## config.mk

```make
export PLATFORM = sky130hd
export DESIGN_NAME = trait_profile_scorer
export DESIGN_NICKNAME = d
export VERILOG_FILES = /design/src/rtl/trait_profile_scorer.sv
export SDC_FILE = /design/constraint.sdc
export NUM_CORES = 1
export LEC_CHECK = 0
export ABC_AREA = 1
export CAP_MARGIN = 20
export CORE_ASPECT_RATIO = 0.5
export CORE_MARGIN = 4
export CORE_UTILIZATION = 48
export DETAILED_ROUTE_END_ITERATION = 16
export PLACE_DENSITY = 0.77
export SYNTH_ARGS = -nofsm -noshare
export SYNTH_HDL_FRONTEND = slang
export SYNTH_SLANG_ARGS = --single-unit
```

## constraint.sdc

```tcl
create_clock -name clk -period 1.3 [get_ports clk]
set_input_delay 0.26 -clock clk [delete_from_list [all_inputs] [get_ports clk]]
set_output_delay 0.26 -clock clk [all_outputs]
set_load 0.02 [all_outputs]
```

## src/rtl/trait_profile_scorer.sv

```systemverilog
// Purpose: accumulates per-trait answer scores over a window of WINDOW answers, then thresholds them into a trait vector.
// Latency: profile_valid rises the cycle after the final accepted answer of a window.
// Backpressure: answer_ready is held low while a profile waits. The profile is held until profile_ready or clear.
//
// Ports:
//   clk, rst_n                  - clock, async active-low reset
//   clear                       - synchronous abort of the current window or pending profile
//   answer_valid/ready, answers - answer vector input handshake
//   profile_valid/ready         - profile output handshake
//   traits, scores              - thresholded traits and packed per-trait scores, valid with profile_valid
//   sample_count                - answers accepted in the current window
module trait_profile_scorer #(
    parameter int                    NUM_TRAITS  = 11,
    parameter int                    WINDOW      = 8,
    parameter int                    CNT_W       = 4,
    parameter int                    THRESHOLD   = 5,
    parameter logic [NUM_TRAITS-1:0] INVERT_MASK = '1
) (
    input  logic                        clk,
    input  logic                        rst_n,
    input  logic                        clear,
    input  logic                        answer_valid,
    output logic                        answer_ready,
    input  logic [NUM_TRAITS-1:0]       answers,
    output logic                        profile_valid,
    input  logic                        profile_ready,
    output logic [NUM_TRAITS-1:0]       traits,
    output logic [NUM_TRAITS*CNT_W-1:0] scores,
    output logic [7:0]                  sample_count
);

    typedef enum logic {COLLECT, REPORT} state_e;

    localparam logic [7:0]       LAST_IDX = 8'(WINDOW - 1);
    localparam logic [CNT_W:0]   THR      = (CNT_W+1)'(THRESHOLD);
    localparam logic [CNT_W-1:0] CNT_MAX  = '1;
    localparam logic [CNT_W-1:0] CNT_ONE  = CNT_W'(1);

    state_e                      state_q, state_d;
    logic [NUM_TRAITS*CNT_W-1:0] cnt_q, cnt_d, cnt_inc;
    logic [NUM_TRAITS-1:0]       traits_q, traits_d, thr_hit, eff;
    logic [7:0]                  sample_q, sample_d;
    // Holds answer_ready low until the first clock edge after reset release.
    logic                        rdy_en_q;
    logic                        accept;

    assign eff           = answers ^ INVERT_MASK;
    assign profile_valid = (state_q == REPORT);
    assign answer_ready  = rdy_en_q && (state_q == COLLECT);
    assign accept        = answer_valid && answer_ready;
    assign scores        = profile_valid ? cnt_q : '0;
    assign traits        = profile_valid ? traits_q : '0;
    assign sample_count  = sample_q;

    // Candidate counts if the current answer were accepted, and their threshold result.
    always_comb begin
        cnt_inc = cnt_q;
        thr_hit = '0;
        for (int i = 0; i < NUM_TRAITS; i++) begin
            if (eff[i] && (cnt_q[i*CNT_W +: CNT_W] != CNT_MAX)) begin
                cnt_inc[i*CNT_W +: CNT_W] = cnt_q[i*CNT_W +: CNT_W] + CNT_ONE;
            end
            thr_hit[i] = ({1'b0, cnt_inc[i*CNT_W +: CNT_W]} >= THR);
        end
    end

    always_comb begin
        state_d  = state_q;
        cnt_d    = cnt_q;
        traits_d = traits_q;
        sample_d = sample_q;
        if (clear) begin
            // Wins over any simultaneous accept or profile handshake.
            state_d  = COLLECT;
            cnt_d    = '0;
            traits_d = '0;
            sample_d = '0;
        end else begin
            case (state_q)
                COLLECT: begin
                    if (accept) begin
                        cnt_d    = cnt_inc;
                        sample_d = sample_q + 8'd1;
                        if (sample_q == LAST_IDX) begin
                            state_d  = REPORT;
                            traits_d = thr_hit;
                        end
                    end
                end
                REPORT: begin
                    if (profile_ready) begin
                        state_d  = COLLECT;
                        cnt_d    = '0;
                        traits_d = '0;
                        sample_d = '0;
                    end
                end
                default: state_d = COLLECT;
            endcase
        end
    end

    always_ff @(posedge clk or negedge rst_n) begin
        if (!rst_n) begin
            state_q  <= COLLECT;
            cnt_q    <= '0;
            traits_q <= '0;
            sample_q <= '0;
            rdy_en_q <= 1'b0;
        end else begin
            state_q  <= state_d;
            cnt_q    <= cnt_d;
            traits_q <= traits_d;
            sample_q <= sample_d;
            rdy_en_q <= 1'b1;
        end
    end

endmodule

```

==> results of run 1 <==
## per-layer routing
layer  vias to the layer above  global-route usage [%]  wire, microns
met3                        69                   6.345           1177
li1                       2456                       -              -
met4                         0                   8.511            559
met1                      2461                   30.10           6200
met2                       266                   45.60           7782
met5                         -                       0              0
## cell usage in the layout, fill, tap and decap left out, drive strengths merged, types with 3 or more instances in the layout
| master | synthesis | final |
|---|---|---|
| nand3 | 45 | 45 |
| clkbuf | 2 | 19 |
| nor2 | 33 | 33 |
| clkinv | 0 | 3 |
| o21ai | 17 | 17 |
| nand4 | 14 | 14 |
| clkdlybuf4s50 | 0 | 14 |
| ha | 12 | 12 |
| nand3b | 9 | 9 |
| a21oi | 16 | 16 |
| dfrtp | 65 | 65 |
| nand2 | 245 | 245 |
| inv | 132 | 132 |
| a22o | 11 | 11 |
| o22ai | 33 | 33 |
| buf | 14 | 182 |
## state kept, by name, summed over array words and instances (netlist names)
name / cells
cnt_q: 44
profile_valid: 1
rdy_en_q: 1
sample_count: 8
traits_q: 11
## cells by family after synthesis
logic type,Yosys count
and+or+nand+nor,346
buffers and inverters,148
AOI/OAI and AO/OA,77
DFF,65
adders and majority gates,12
other,1
## power by group through the flow
stage | registers, W | logic [W] | clock network, W
after global placement | 0.00216 | 0.000750 | 0
after floorplan | 0.00218 | 0.000364 | 0
after CTS | 0.00213 | 0.000842 | 0.00242
after global routing | 0.00214 | 0.00107 | 0.00254
final | 0.00214 | 0.000995 | 0.00244
after detailed placement | 0.00217 | 0.000769 | 0
## what timing repair did
item | in CTS | in global routing
endpoints found under the hold margin | 9 | 0
cloned | 3 | 4
gates resized for setup | 333 | 88
buffers inserted | 6 | 11
hold buffers | 1 | 0
endpoints found under the setup margin | 128 | 129
pin swaps | 3 | 7
## path summary, 6_finish.rpt
check,from,to
max,profile_valid,scores[34]
min,rst_n,cnt_q[16]
max reg2reg,profile_valid,sample_count[5]
min reg2reg,traits_q[2],traits_q[2]
max in group asynchronous,rst_n,sample_count[0]
min in group clk,traits_q[2],traits_q[2]
## area by class of cell
class	count	area (sq um)
multi-input cells	436	2539
well taps	117	146.4
clock inverters	3	40.04
inverters	132	515.5
clock buffers	13	250.2
repair inverters	2	18.77
fillers	545	1775
repair buffers	204	1762
flip-flops and latches	65	1632
## through the flow
step	TNS, ps	utilization [%]	std cells	power (W)
after floorplan	-1897	-	649	0.002540
after global routing	-33880	79.54	972	0.005754
after global placement	-27920	69.46	931	0.002913
after CTS	-25370	74.61	957	0.005393
final	-29100	79.54	972	0.005574
after detailed placement	-28630	69.46	931	0.002934
==> results.md, run 1 <==
- Outcome: finished with violations
- Failing checks: negative setup slack
- Tmin final: 1639 ps
- Clock power share: 43.8%
- VDD IR max: 756.2 uV
- Initial Util: 49.29%
- Placed inst area: 0.006028 sq mm
- RSZ-0062 raised after global routing: yes
- Hold slack: 343.2 ps
- Simple-gate portion of the synthesized area: 33.75%
- CP Launch Type: register
- Clk pin slew, worst setup/hold paths: 60 ps
- Die Y: 74.76 microns
- F_max: 610.0 MHz
- CTS Buf Count: 9
- Mux cell area share after synthesis: 0%
- Largest net degree at the start of global routing: 37
- Clk root buf: clkbuf_16
- Pre-CTS setup slack: -294.5 ps
- Mapped Nets: 677
- Gr usage total: 25.19%
- Via density: 5.403
- Comb pwr share: 17.9%
- Final setup viols: 121
- Longest Clk Path Bufs: 2
- Vias in the first global route: 4699
- Part of the power in registers: 38.3%
- Sw frac: 27.07%
- Share of cells above drive strength 1: 35.79%
- Post-DP HPWL: 8.348 mm
- Synthesized flop and latch total: 65
- Top_reg_cell synth: dfrtp_1
- Syn Area/Cell: 6.591 sq um
- Post-Synth Adder-Cell Area: 3.510%
- NetSw: 0.001509 W
- Worst Setup End Kind: output pin
- Crit path arrival time: 1380 ps
- Crit path kind: reg -> out
- Post-route cell area: 0.006903 sq mm
- Netlist cell types: 24
- Core Region: 0.008678 sq mm
- GP Congestion: 0.8720
- DRC errors left: 0
- H-tree lvl count: 3
- Worst-Skew Late Latency: 340 ps
- Most common cell in the netlist: nand2_1
- I/O Buffers: 80
- Top cell type's share of synthesized area: 38.02%
- Final wirelength: 15.72 mm
- Crit path largest cell delay: 420 ps
- Die area: 0.01058 sq mm
- Crit share post-route: 126.1%
- Clock skew: 3.372 ps
- Internal power: 0.004065 W
- Area Overhead vs Synth: 61.36%
- Mapped Area: 0.004278 sq mm
- Iteration count of the initial detailed-routing pass: 5
- Die width: 141.5 microns
- Clock tree sinks: 65
- Worst Path Buf+Inv: 4
- Final worst slack: -339.3 ps
- Wire length of the first global-routing pass: 21.29 mm
- Crit-path max FO: 4
- Max_cap viols: 0
- Antenna Nets Post-Route: 0
- DRT iter0 DRCs: 399
- Post-synthesis xor/xnor area fraction: 0%
- Final Max Slew Viols: 0
- Area leader, netlist: dfrtp_1
- Ys async rst share: 100.0%
- Fin nets: 878
- Antenna Cells: 0
- CTS tree: yes
- Largest family of logic cells by synthesized area: simple AND/OR/NAND/NOR gates
- Top area cells in the synthesized netlist: dfrtp_1, nand2_1, inv_1
- I/O Pins: 81
- Row count: 24
- R2r setup slk: -310 ps
- Final Hold Viols: 0
- Critical-path cell list: buf_6 -> clkbuf_16 -> nand2_1 -> inv_1 -> buf_2
- Vias: 5252
- Cells after synthesis: 649
- Pwr/cell area: 807.5 mW/mm^2
- Congestion Overflow GR: 0
- Worst Reg-to-Reg Cells: 9
- CP required: 1040 ps
- Worst hold path class: in -> async
- Number of cells on the critical path: 5
- WL/cell: 16.17 microns
- Top post-synthesis cells by count: nand2_1, inv_1, dfrtp_1
- Synth Area in Compound Gates: 11.03%
- Yosys warns: 0
- Initial antenna violation count: 0
- Post-synth EDFFs: 0
- Sequential cell area fraction in the yosys report: 38.02%
- LEAKAGE: 4.053 nW
- Top delay family on crit path: buffers and inverters
- Slowest cell on the critical path: dfrtp_2
No activity file was read; power rests on OpenSTA's default activity.
==> run 2, diff against run 1 <==
--- a/config.mk
+++ b/config.mk
@@ -8,9 +8,9 @@
 export ABC_AREA = 1
 export CAP_MARGIN = 20
 export CORE_ASPECT_RATIO = 0.5
-export CORE_MARGIN = 4
 export CORE_UTILIZATION = 48
 export DETAILED_ROUTE_END_ITERATION = 16
+export HOLD_SLACK_MARGIN = 0.02
 export PLACE_DENSITY = 0.77
 export SYNTH_ARGS = -nofsm -noshare
 export SYNTH_HDL_FRONTEND = slang
==> results.md, run 2 (same netlist as run 1, synthesis figures left out) <==
- Failing checks: negative setup slack
- Post-route cell area: 0.006615 sq mm
- Part of the power in registers: 40.5%
- Clk pin slew, worst setup/hold paths: 50 ps
- VDD IR max: 726.4 uV
- Tmin final: 1591 ps
- Worst hold path class: in -> async
- CP required: 1040 ps
- Final setup viols: 121
- Met2 usage: 46.03%
- Wire length of the first global-routing pass: 19.30 mm
- Setup_tns: -24250 ps
- Initial Util: 51.44%
- DRC errors left: 0
- Sw frac: 26.50%
- Biggest register: cnt_q
- Crit path arrival time: 1330 ps
- Die area: 0.009317 sq mm
- Final Hold Viols: 0
- M1 GR Usage: 34.74%
- CTS tree: yes
- Most used cell, CP: buf_6
- GRT Max-Usage Layer: met2
- RSZ-0062 raised after global routing: yes
- Pwr/cell area: 795.5 mW/mm^2
- H-tree lvl count: 3
- Congestion Overflow GR: 0
- Fin nets: 864
- CP Launch Type: register
- Crit path largest cell delay: 450 ps
- Util after Layout: 79.54%
- Final Max Slew Viols: 0
- Most frequent cells in the layout: nand2_1, buf_4, inv_1
- Vias: 4881
- Longest Clk Path Bufs: 2
- Worst Setup End Kind: output pin
- Iteration count of the initial detailed-routing pass: 5
- Clock tree sinks: 65
- Clk root buf: clkbuf_16
- Most common cell after layout, fill and taps aside: nand2_1
- WL/cell: 13.91 microns
- Slowest cell on the critical path: dfrtp_2
- F_max: 628.6 MHz
- Crit-path max FO: 8
- Final worst slack: -290.9 ps
- Max_cap viols: 0
- Area Overhead vs Synth: 54.64%
- Row count: 23
- GP Congestion: 0.9162
- Worst Reg-to-Reg Cells: 7
- Outcome: finished with violations
- Met3 Use GR: 5.556%
- Core Region: 0.008317 sq mm
- Die width: 135.5 microns
- Vias in the first global route: 4270
- DRT iter0 DRCs: 327
- CTS Buf Count: 9
- Antenna Cells: 0
- Initial antenna violation count: 0
- Clock power share: 42.6%
- Die Y: 68.76 microns
- Gr usage total: 26.98%
- Final wirelength: 13.25 mm
- I/O Buffers: 80
- Worst-Skew Late Latency: 330 ps
- Via density: 5.122
- Power Total: 0.005263 W
- Antenna Nets Post-Route: 0
- LEAKAGE: 3.851 nW
- Number of flip-flops in the largest register: 44
- Critical-path cell list: buf_6 -> clkbuf_16 -> nand2_2 -> inv_1 -> buf_6
- Crit path kind: reg -> out
- Crit share post-route: 122.4%
- I/O Pins: 81
- Placed inst area: 0.006060 sq mm
- Share of cells above drive strength 1: 32.46%
- Clock skew: 5.381 ps
- Comb pwr share: 16.8%
- Post-DP HPWL: 8.399 mm
- NetSw: 0.001395 W
- Largest net degree at the start of global routing: 66
- Internal power: 0.003868 W
[run 2: cell types whose count changed in the layout (fill, tap and decap cells not counted), moves of 5 or more]
cell     before  now
buf_2        37    6
buf_4       105  124
buf_6        29   34
inv_2         8   13
nand3_1      34   41
nand3_2       8    3
o21ai_1       7   13
o21ai_2       9    2
[run 2: worst max-delay path, delay by kind of cell (launching register included)]
family / cells / cell delay, ps
buffers and inverters: 4 / 480
DFF: 1 / 450
and+or+nand+nor: 1 / 60
[run 2: what timing repair did]
action / in CTS / in global routing
gates resized for setup: 330 / 90
endpoints found under the setup margin: 129 / 128
pin swaps: 0 / 1
endpoints found under the hold margin: 65 / 0
cloned: 1 / 2
hold buffers: 1 / 0
buffers inserted: 0 / 2
[run 2: routing by layer]
layer / vias up / routed length [microns]
met5: - / 0
met4: 0 / 288
met3: 30 / 667
met2: 152 / 6510
met1: 2277 / 5786
li1: 2422 / -
[run 2: cell type report]
cell class / count / area, sq um
clock inverters: 3 / 15.01
well taps: 112 / 140.1
inverters: 132 / 508.0
multi-input cells: 436 / 2374
repair buffers: 191 / 1679
fillers: 572 / 1702
clock buffers: 13 / 260.3
flip-flops and latches: 65 / 1632
repair inverters: 1 / 7.507
[run 2: per-stage QoR]
step	instances	setup WS [ps]	hold slack, ps
after floorplan	649	-61.37	-35.59
after CTS	949	-376.9	490.7
after global routing	953	-336.3	516.9
after detailed placement	931	-339.8	310.2
final	953	-290.9	473.8
after global placement	931	-306.5	305.2
[run 2: power by group through the flow]
stage / Sequential [W] / Clock [W] / Combinational [W]
global route: 0.00214 / 0.00238 / 0.000960
CTS: 0.00213 / 0.00227 / 0.000796
global placement: 0.00216 / 0 / 0.000750
finish: 0.00213 / 0.00224 / 0.000885
detailed placement: 0.00216 / 0 / 0.000774
floorplan: 0.00218 / 0 / 0.000364
[run 2: final timing paths]
| path | from | end | slack, ps |
|---|---|---|---|
| max | profile_valid | scores[13] | -290 |
| min | rst_n | cnt_q[9] | 470 |
| max reg2reg | profile_valid | cnt_q[35] | -250 |
| min reg2reg | traits_q[9] | traits_q[9] | 500 |
| max in group asynchronous | rst_n | cnt_q[17] | 520 |
| min in group clk | traits_q[9] | traits_q[9] | 500 |
